===== config.mk =====
export PLATFORM = sky130hd
export DESIGN_NAME = morse_round_ctrl_flat
export DESIGN_NICKNAME = d
export VERILOG_FILES = /design/src/rtl/morse_round_ctrl_if.sv /design/src/rtl/morse_round_ctrl.sv /design/src/flat_wrapper.sv
export SDC_FILE = /design/constraint.sdc
export NUM_CORES = 1
export LEC_CHECK = 0
export CORE_MARGIN = 2
export CORE_UTILIZATION = 50
export DETAILED_ROUTE_END_ITERATION = 6
export PLACE_DENSITY = 0.75
export SYNTH_ARGS = -nofsm -noshare
export SYNTH_HDL_FRONTEND = slang
export SYNTH_SLANG_ARGS = --single-unit

===== constraint.sdc =====
create_clock -name clock -period 9.05 [get_ports clock]
set_input_delay 1.81 -clock clock [delete_from_list [all_inputs] [get_ports clock]]
set_output_delay 1.81 -clock clock [all_outputs]
set_load 0.02 [all_outputs]

===== src/rtl/morse_round_ctrl_if.sv =====
// Controller-facing bundle between buttons, player modules and the VGA block.
// master = button/player side, slave = round controller.
interface morse_round_ctrl_if #(
  parameter int CODE_W = 10,
  parameter int ADDR_W = 4
) ();
  logic              next_n;
  logic              done_n;
  logic [CODE_W-1:0] p1_value;
  logic [CODE_W-1:0] p2_value;
  logic [1:0]        state;
  logic              tick_en;
  logic              p1_en;
  logic              p2_en;
  logic              p1_clear;
  logic              p2_clear;
  logic [ADDR_W:0]   wr_count;
  logic [ADDR_W:0]   rd_ptr;
  logic [CODE_W-1:0] expected;
  logic [ADDR_W:0]   score;
  logic [ADDR_W:0]   misses;
  logic [1:0]        grade;
  logic              grade_stb;
  logic              full;
  logic              overflow;
  logic              win;

  modport master (
    output next_n, done_n, p1_value, p2_value,
    input  state, tick_en, p1_en, p2_en, p1_clear, p2_clear, wr_count, rd_ptr,
           expected, score, misses, grade, grade_stb, full, overflow, win
  );

  modport slave (
    input  next_n, done_n, p1_value, p2_value,
    output state, tick_en, p1_en, p2_en, p1_clear, p2_clear, wr_count, rd_ptr,
           expected, score, misses, grade, grade_stb, full, overflow, win
  );
endinterface


===== src/rtl/morse_round_ctrl.sv =====
// Two-player morse round sequencer: buffers P1 codes, grades P2 guesses, keeps score.
// Button presses act 3 cycles after the raw edge; grade is registered one cycle after the decoded press.
module morse_round_ctrl #(
  parameter int CODE_W   = 10,
  parameter int DEPTH    = 16,
  parameter int ADDR_W   = 4,
  parameter int TICK_DIV = 25000000,
  parameter int MAX_MISS = 3
) (
  input logic              clock,
  input logic              resetn,
  morse_round_ctrl_if.slave bus
);

  localparam int CNT_W  = ADDR_W + 1;
  localparam int TICK_W = $clog2(TICK_DIV);

  localparam logic [CNT_W-1:0]  ONE      = CNT_W'(1);
  localparam logic [CNT_W-1:0]  DEPTH_C  = CNT_W'(DEPTH);
  localparam logic [CNT_W-1:0]  MISS_LIM = CNT_W'(MAX_MISS);
  localparam logic [TICK_W-1:0] TICK_MAX = TICK_W'(TICK_DIV - 1);

  typedef enum logic [1:0] {
    ST_START  = 2'd0,
    ST_P1     = 2'd1,
    ST_P2     = 2'd2,
    ST_RESULT = 2'd3
  } state_e;

  state_e             state_q, state_d;
  logic [CNT_W-1:0]   wr_count_q, wr_count_d;
  logic [CNT_W-1:0]   rd_ptr_q, rd_ptr_d;
  logic [CNT_W-1:0]   score_q, score_d;
  logic [CNT_W-1:0]   misses_q, misses_d;
  logic [1:0]         grade_q, grade_d;
  logic               overflow_q, overflow_d;
  logic               grade_stb_q, grade_stb_d;
  logic               p1_clear_q, p1_clear_d;
  logic               p2_clear_q, p2_clear_d;
  logic [TICK_W-1:0]  tick_cnt_q, tick_cnt_d;

  logic               next_s1_q, next_s2_q, next_s3_q;
  logic               done_s1_q, done_s2_q, done_s3_q;

  logic [CODE_W-1:0]  mem_q [DEPTH];
  logic               mem_we;

  logic               next_press;
  logic               done_press;
  logic               tick;
  logic               full;
  logic               rd_valid;
  logic [CODE_W-1:0]  expected;
  logic               guess_ok;

  // s3 holds the previous synchronised level, so a press is a 1 -> 0 step between s3 and s2
  assign next_press = next_s3_q & ~next_s2_q;
  assign done_press = done_s3_q & ~done_s2_q;

  assign tick       = (tick_cnt_q == TICK_MAX);
  assign tick_cnt_d = tick ? '0 : tick_cnt_q + TICK_W'(1);

  assign full       = (wr_count_q == DEPTH_C);
  assign rd_valid   = (rd_ptr_q < wr_count_q);
  assign expected   = rd_valid ? mem_q[rd_ptr_q[ADDR_W-1:0]] : '0;
  assign guess_ok   = (bus.p2_value == expected);

  always_comb begin
    state_d     = state_q;
    wr_count_d  = wr_count_q;
    rd_ptr_d    = rd_ptr_q;
    score_d     = score_q;
    misses_d    = misses_q;
    grade_d     = grade_q;
    overflow_d  = overflow_q;
    grade_stb_d = 1'b0;
    p1_clear_d  = 1'b0;
    p2_clear_d  = 1'b0;
    mem_we      = 1'b0;

    case (state_q)
      ST_START: begin
        if (done_press) begin
          state_d    = ST_P1;
          p1_clear_d = 1'b1;
          wr_count_d = '0;
          rd_ptr_d   = '0;
          score_d    = '0;
          misses_d   = '0;
          grade_d    = 2'b00;
          overflow_d = 1'b0;
        end
      end

      ST_P1: begin
        if (next_press) begin
          if (!full) begin
            mem_we     = 1'b1;
            wr_count_d = wr_count_q + ONE;
            p1_clear_d = 1'b1;
          end else begin
            overflow_d = 1'b1;
          end
        end
        // DONE sees the count after a same-cycle NEXT write
        if (done_press && (wr_count_d != '0)) begin
          state_d    = ST_P2;
          rd_ptr_d   = '0;
          p2_clear_d = 1'b1;
        end
      end

      ST_P2: begin
        if (next_press) begin
          if (guess_ok) begin
            score_d = score_q + ONE;
            grade_d = 2'b01;
          end else begin
            misses_d = misses_q + ONE;
            grade_d  = 2'b10;
          end
          grade_stb_d = 1'b1;
          rd_ptr_d    = rd_ptr_q + ONE;
          p2_clear_d  = 1'b1;
          if ((rd_ptr_d == wr_count_q) || (misses_d == MISS_LIM)) begin
            state_d = ST_RESULT;
          end
        end
        if (done_press) begin
          state_d = ST_RESULT;
        end
      end

      ST_RESULT: begin
        if (done_press) begin
          state_d = ST_START;
        end
      end

      default: state_d = ST_START;
    endcase
  end

  always_ff @(posedge clock) begin
    if (!resetn) begin
      state_q     <= ST_START;
      wr_count_q  <= '0;
      rd_ptr_q    <= '0;
      score_q     <= '0;
      misses_q    <= '0;
      grade_q     <= 2'b00;
      overflow_q  <= 1'b0;
      grade_stb_q <= 1'b0;
      p1_clear_q  <= 1'b0;
      p2_clear_q  <= 1'b0;
      tick_cnt_q  <= '0;
      next_s1_q   <= 1'b1;
      next_s2_q   <= 1'b1;
      next_s3_q   <= 1'b1;
      done_s1_q   <= 1'b1;
      done_s2_q   <= 1'b1;
      done_s3_q   <= 1'b1;
    end else begin
      state_q     <= state_d;
      wr_count_q  <= wr_count_d;
      rd_ptr_q    <= rd_ptr_d;
      score_q     <= score_d;
      misses_q    <= misses_d;
      grade_q     <= grade_d;
      overflow_q  <= overflow_d;
      grade_stb_q <= grade_stb_d;
      p1_clear_q  <= p1_clear_d;
      p2_clear_q  <= p2_clear_d;
      tick_cnt_q  <= tick_cnt_d;
      next_s1_q   <= bus.next_n;
      next_s2_q   <= next_s1_q;
      next_s3_q   <= next_s2_q;
      done_s1_q   <= bus.done_n;
      done_s2_q   <= done_s1_q;
      done_s3_q   <= done_s2_q;
    end
  end

  // Buffer contents deliberately survive reset
  always_ff @(posedge clock) begin
    if (resetn && mem_we) begin
      mem_q[wr_count_q[ADDR_W-1:0]] <= bus.p1_value;
    end
  end

  assign bus.state     = state_q;
  assign bus.tick_en   = tick;
  assign bus.p1_en     = tick && (state_q == ST_P1);
  assign bus.p2_en     = tick && (state_q == ST_P2);
  assign bus.p1_clear  = p1_clear_q;
  assign bus.p2_clear  = p2_clear_q;
  assign bus.wr_count  = wr_count_q;
  assign bus.rd_ptr    = rd_ptr_q;
  assign bus.expected  = expected;
  assign bus.score     = score_q;
  assign bus.misses    = misses_q;
  assign bus.grade     = grade_q;
  assign bus.grade_stb = grade_stb_q;
  assign bus.full      = full;
  assign bus.overflow  = overflow_q;
  assign bus.win       = (state_q == ST_RESULT) && (score_q == wr_count_q) && (wr_count_q != '0);

endmodule


===== src/flat_wrapper.sv =====
// flat-port wrapper written by rule: the top's interface ports become plain ports
module morse_round_ctrl_flat 
#(
  parameter int CODE_W   = 10,
  parameter int DEPTH    = 16,
  parameter int ADDR_W   = 4,
  parameter int TICK_DIV = 25000000,
  parameter int MAX_MISS = 3
)
  (clock, resetn, bus_next_n, bus_done_n, bus_p1_value, bus_p2_value, bus_state, bus_tick_en, bus_p1_en, bus_p2_en, bus_p1_clear, bus_p2_clear, bus_wr_count, bus_rd_ptr, bus_expected, bus_score, bus_misses, bus_grade, bus_grade_stb, bus_full, bus_overflow, bus_win);
  morse_round_ctrl_if #(.CODE_W(CODE_W), .ADDR_W(ADDR_W)) bus_i ();
  input logic clock;
  input logic resetn;
  input wire logic [$bits(bus_i.next_n)-1:0] bus_next_n;
  input wire logic [$bits(bus_i.done_n)-1:0] bus_done_n;
  input wire logic [$bits(bus_i.p1_value)-1:0] bus_p1_value;
  input wire logic [$bits(bus_i.p2_value)-1:0] bus_p2_value;
  output wire logic [$bits(bus_i.state)-1:0] bus_state;
  output wire logic [$bits(bus_i.tick_en)-1:0] bus_tick_en;
  output wire logic [$bits(bus_i.p1_en)-1:0] bus_p1_en;
  output wire logic [$bits(bus_i.p2_en)-1:0] bus_p2_en;
  output wire logic [$bits(bus_i.p1_clear)-1:0] bus_p1_clear;
  output wire logic [$bits(bus_i.p2_clear)-1:0] bus_p2_clear;
  output wire logic [$bits(bus_i.wr_count)-1:0] bus_wr_count;
  output wire logic [$bits(bus_i.rd_ptr)-1:0] bus_rd_ptr;
  output wire logic [$bits(bus_i.expected)-1:0] bus_expected;
  output wire logic [$bits(bus_i.score)-1:0] bus_score;
  output wire logic [$bits(bus_i.misses)-1:0] bus_misses;
  output wire logic [$bits(bus_i.grade)-1:0] bus_grade;
  output wire logic [$bits(bus_i.grade_stb)-1:0] bus_grade_stb;
  output wire logic [$bits(bus_i.full)-1:0] bus_full;
  output wire logic [$bits(bus_i.overflow)-1:0] bus_overflow;
  output wire logic [$bits(bus_i.win)-1:0] bus_win;
  assign bus_i.next_n = bus_next_n;
  assign bus_i.done_n = bus_done_n;
  assign bus_i.p1_value = bus_p1_value;
  assign bus_i.p2_value = bus_p2_value;
  assign bus_state = bus_i.state;
  assign bus_tick_en = bus_i.tick_en;
  assign bus_p1_en = bus_i.p1_en;
  assign bus_p2_en = bus_i.p2_en;
  assign bus_p1_clear = bus_i.p1_clear;
  assign bus_p2_clear = bus_i.p2_clear;
  assign bus_wr_count = bus_i.wr_count;
  assign bus_rd_ptr = bus_i.rd_ptr;
  assign bus_expected = bus_i.expected;
  assign bus_score = bus_i.score;
  assign bus_misses = bus_i.misses;
  assign bus_grade = bus_i.grade;
  assign bus_grade_stb = bus_i.grade_stb;
  assign bus_full = bus_i.full;
  assign bus_overflow = bus_i.overflow;
  assign bus_win = bus_i.win;
  morse_round_ctrl #(.CODE_W(CODE_W), .DEPTH(DEPTH), .ADDR_W(ADDR_W), .TICK_DIV(TICK_DIV), .MAX_MISS(MAX_MISS)) u_core (.clock(clock), .resetn(resetn), .bus(bus_i));
endmodule

# After elaboration in Yosys (flattened, before gate mapping)
# Memories as Yosys holds them, arrays and structs flattened. A register that Yosys moved wholly into a read port is not among the register bits.
# Index checks and enable logic that the tools add are counted.
[word_totals] mem_bits_rw=160 elab_cells=111 register_bits=59 output_inout_bits=43 memories=1 in_bits=24
[op_classes] n_mux=43 bitwise_logic=5 n_addsub=5 reduce_logical=21 eq_ne=18 n_lt_le_gt_ge=1
[mem_list] memory="u_core.mem_q" depth=16 width=10 rd=1 rd_clocked_by_memory_dff=1 wr=1 line_no="morse_round_ctrl.sv:45" text="logic [CODE_W-1:0] mem_q [DEPTH];"
[op_table] cell="5-bit 2-to-1 mux" count=12
[op_table] cell="5-bit case mux with 2 select lines" count=3
[op_table] cell="25-bit by 1-bit adder with 25-bit output, second input constant" count=1
[op_table] cell="25-bit equality test, second input constant" count=1
[op_table] cell="5-bit by 1-bit adder with 5-bit output, second input constant" count=4
[op_table] cell="2-bit 2-to-1 mux" count=8
[op_table] cell="5-bit case mux with 3 select lines" count=1
[op_table] cell="2-bit by 1-bit inequality test with 1-bit output, second input constant" count=6
[op_table] cell="4-bit AND reduction" count=3
[op_table] cell="1-bit 2-to-1 mux" count=11
[op_table] cell="10-bit equality test" count=1
[op_table] cell="5-bit equality test" count=2
[op_table] cell="10-bit 2-to-1 mux" count=1
[op_table] cell="5-bit nonzero test" count=2
[op_table] cell="4-bit 2-to-1 mux" count=2
[op_table] cell="2-bit case mux with 4 select lines" count=1
[op_table] cell="1-bit logical AND" count=6
[op_table] cell="3-bit by 1-bit inequality test with 1-bit output, second input constant" count=2
[op_table] cell="1-bit case mux with 2 select lines" count=3
[op_table] cell="5-bit by 2-bit equality test with 1-bit output, second input constant" count=1
[op_table] cell="5-bit equality test, second input constant" count=1
[op_table] cell="5-bit < comparator" count=1
[op_table] cell="5-bit AND reduction" count=1
[op_table] cell="2-bit equality test, second input constant" count=2
[op_table] cell="12 further kinds" count=17

# Longest topological paths before layout
[logic_depth] ltp_word=12 mapped_depth=15 mapped_depth_nobuf=12

# Least setup slack after synthesis
# No wires, ideal clock.
[synth_timing] kind="reg-to-output" start="reg u_core.wr_count_q[1] (netlist: u_core.bus.wr_count[1])" end="out bus_expected[3]" required_ns=7.240 t_arrival_ns=2.280 setup_slack_ns=4.960 stages_incl_launch_ff=10 n_path_buf=2 path_cell_list="dfxtp_1 > clkbuf_1 > inv_1 > ha_1 > nor2b_1 > o211ai_1 > a21boi_0 > or2_2 > clkbuf_4 > nor2_1"
[synth_between] elab_chain_cells=2
[synth_rtl] item="start, declared" line_no="morse_round_ctrl.sv:31" text="logic [CNT_W-1:0] wr_count_q, wr_count_d;"
[synth_rtl] item="start signal, assigned" line_no="morse_round_ctrl.sv:165" text="wr_count_q <= wr_count_d;"
[synth_rtl] item="5-bit < comparator" line_no="morse_round_ctrl.sv:64" text="assign rd_valid = (rd_ptr_q < wr_count_q);"
[synth_rtl] item="10-bit 2-to-1 mux" line_no="morse_round_ctrl.sv:65" text="assign expected = rd_valid ? mem_q[rd_ptr_q[ADDR_W-1:0]] : '0;"
[synth_rtl] item="end, declared" line_no="flat_wrapper.sv:26" text="output wire logic [$bits(bus_i.expected)-1:0] bus_expected;"
# No other way between the ends.

# Worst setup path in the final report
[layout_timing] start="reg u_core.wr_count_q[1] (netlist: u_core.bus.wr_count[1])" end="out bus_expected[8]"
# Same word-level chain as after synthesis.

==> summary.md <==
| Metric | Value |
|---|---|
| Hold Fails Final Rpt | 0 |
| Yosys warns | 0 |
| Slew headroom | 22.5% |
| P_leak | approximately 3.7 nW |
| Worst-skew pair later-pin latency | roughly 0.5 ns |
| Kind of cell adding the most delay to the critical path | simple AND/OR/NAND/NOR gates |
| Slew Viols, Final | 0 |
| Post-cts resize count | 0 |
| Setup crit end kind | output pin |
| Cell taking the most area after synthesis | edfxtp_1 |
| Power Density | 192 nW/um^2 |
| Post-Syn Area per Cell | roughly 14 sq um |
| R2R Setup Slk | about 4.7 ns |
| Seq/Total Area, Yosys | 62.0% |
| Io pins | between 60 and 70 |
| CTS tree | yes |
| Largest cells by area after synthesis | edfxtp_1 49%, dfxtp_1 13%, mux4_2 6.4% |
| Skew final | between 0.01 and 0.015 ns |
| Core Area | a little under 20000 sq um |
| # Post-CTS Setup Buffers | 0 |
| Register bit total from synthesis | around 220 |
| Kind of critical path | reg2out |
| CTS root buf | clkbuf_16 |
| Crit-path max FO | 12 |
| Layout cells sized above 1 | between 10% and 20% |
| RR Endpoint | u_core.bus.state[1] |
| Post-route clock period utilization | about three fifths |
| Initial DRC count | just over 500 |
| Drt wl/cell | around 20 um |
| Power after layout | about 2.2 mW |
| Crit-path max cell delay | 0.65 ns |
| Htree depth | 1 |
| Unrepaired setup endpoints after global routing | no |
| Reg2Reg Depth | 10 |
| WP data required | 7.24 ns |
| Final #Nets | approximately 830 |
| First-pass GRT wire length | approximately 33000 um |
| # fillers | approximately 1500 |
| Status | complete, no violations |
| Post-Syn Nets | 753 |
| Hold Crit Start | u_core.done_s1_q |
| Synth unique cells | 69 |
| Tmin final | about 5.3 ns |
| Most frequent cells in the layout | 160 x edfxtp_1, 74 x nor2_1, 66 x clkdlybuf4s50_1, 61 x dfxtp_1, 44 x nand2_1 |
| CTS max path bufs | 3 |
| Max Cap Viol | 0 |
| Share of flip-flops with an asynchronous set or reset | 0% |
| Width of the die | between 100 and 150 um |
| Post-route setup TNS | 0 ns |
| Worst-margin pin slew | 1.16 ns |
| Critical-path cell list | inv_1, ha_1, nor2b_1, o211ai_1, a21boi_0, nor2_1, and2_1, clkdlybuf4s50_1 |
| Placer congestion estimate | 0.904 |
| Die area | 20700 sq um |
| Hold_buf cts | 0 |
| Startpoint type of the worst setup path | register |
| Sink Count | approximately 220 |
| Via/cell ratio | around 5.7 |
| Post-route ant nets | 0 |
| Rows | just over 50 |
| Initial antenna violation count | 1 |
| Yosys top cell area share | between 40% and 50% |
| Hold-critical path depth | 1 |
| Maximum vdd drop | around 110 uV |
| GRT Util Overall | 21.1% |
| Port Buf Inserts | 66 |
| Total grt overflow | 0 |
| Initial DRT Pass Iterations | 5 |
| Worst Hold Class | reg2reg |
| Number of synthesized flops with an enable pin | 160 |
| Endpoints failing setup | 0 |
| Die H | 144 um |
| Clock-pin slew of the registers on the worst-case setup and hold paths | 0.06 ns |
| Vias | 6127 |
| CTS buffer count | 23 |
| Final wirelength | 21500 um |
| Syn-to-layout area delta | 16.4% |
| Initial cell density of the core | 50.6% |
| Buf/Inv on CP | 2 |
| Slowest CP cell | nor2_1 |
| WP data arrival | 3.47 ns |
| DP HPWL | between 10000 and 15000 um |
| Post-Syn Area | between 9000 and 10000 sq um |
| Primary FF master, synth | edfxtp_1 |
| Commonest non-fill, non-tap cell in the layout | edfxtp_1 |
| Hold Path End | u_core.done_s2_q |
| Post-Syn Instances | roughly 710 |
| FMAX | around 190 MHz |
| Residual DRC count | 0 |
| Vias in the first global route | slightly above 6000 |
| Largest net degree at the start of global routing | 37 |
==> power by group <==
part	internal (mW)	switching, mW
combinational	0.0659	0.108
sequential	1.10	0.0124
clock	0.519	0.375
==> Yosys cell counts (all sizes together), types with 2 or more instances <==
master     n
a21oi     22
nand3b     2
edfxtp   160
and2       8
nand2     44
a31oi      2
buf       16
nor4       7
a22oi      7
or2        3
xor2      23
o21ai     14
nor3b      2
a41oi      2
nor4b      2
mux4      35
o2bb2ai    2
inv       14
nor2b     12
mux2       4
nand4b     2
nor3      14
nor2      75
o21a       3
xnor2     21
o211ai     3
ha        18
nand2b    10
a21boi     2
o311a      3
clkbuf    14
nand3     29
mux2i     28
nand4      8
or4        2
and3      14
a211oi     5
dfxtp     63
or3b       2
==> final cells by class <==
| type | instances | area (sq um) | area share, % |
|---|---|---|---|
| Antenna cell | 1 | 2.50 | 0.0220 |
| Clock buffer | 32 | 633 | 5.56 |
| Inverter | 15 | 56.3 | 0.495 |
| Sequential cell | 223 | 6070 | 53.3 |
| Timing Repair Buffer | 78 | 751 | 6.59 |
| Tap cell | 265 | 332 | 2.91 |
| Clock inverter | 10 | 81.3 | 0.714 |
| Multi-Input combinational cell | 443 | 3460 | 30.4 |
==> sequential cells by signal, summed over array words and instances (netlist names), 2 cells and up, named ones only <==
signal and flops:
u_core.bus.grade 2, u_core.bus.misses 5, u_core.bus.rd_ptr 5, u_core.bus.score 5
u_core.bus.state 2, u_core.bus.wr_count 5, u_core.mem_q 160, u_core.tick_cnt_q 25
==> layer usage <==
| metal | GRT usage, % | vias up | wire, um |
|---|---|---|---|
| met5 | 0 | - | 0 |
| met4 | 5.06 | 0 | 399 |
| met3 | 4.10 | 34 | 1540 |
| met2 | 36.2 | 192 | 10900 |
| met1 | 27.7 | 3082 | 8690 |
| li1 | - | 2819 | - |
==> kinds of logic (layout without fill, tap and decap cells) <==
family / Yosys count / count (layout) / share of synthesized area (%)
AND/OR/NAND/NOR: 240 / 240 / 12.1
buffers and inverters: 45 / 135 / 2.62
flip-flops: 223 / 223 / 62.0
other: 0 / 1 / 0
multiplexers: 67 / 67 / 11.8
XOR/XNOR: 44 / 44 / 4.02
adder cells (fa/ha/maj): 18 / 18 / 2.30
AO/OA/AOI/OAI: 74 / 74 / 5.10
==> per-stage QoR <==
stage	instances	hold WS [ns]	area (sq um)	utilization [%]	worst slack [ns]
2_1_floorplan	711	0.386	9780	-	4.96
3_3_place_gp	1024	0.393	10700	55.2	4.39
3_5_place_dp	1024	0.404	10700	55.2	4.35
4_1_cts	1066	0.419	11400	58.9	3.79
5_1_grt	1066	0.425	11400	58.9	3.56
6_report	1067	0.414	11400	58.9	3.77
==> how the worst max path moves through the flow <==
stage                                 startpoint              end  slack, ns  depth (start not counted)
after floorplan           u_core.bus.wr_count[1]  bus_expected[3]       4.96                          9
after global placement                  register  bus_expected[4]       4.39                          5
after detailed placement  u_core.bus.wr_count[1]  bus_expected[8]       4.35                          8
after CTS                 u_core.bus.wr_count[1]  bus_expected[8]       3.79                          8
after global routing      u_core.bus.wr_count[1]  bus_expected[8]       3.56                          8
final                     u_core.bus.wr_count[1]  bus_expected[8]       3.77                          8
Power figures use the tool's default switching activity.
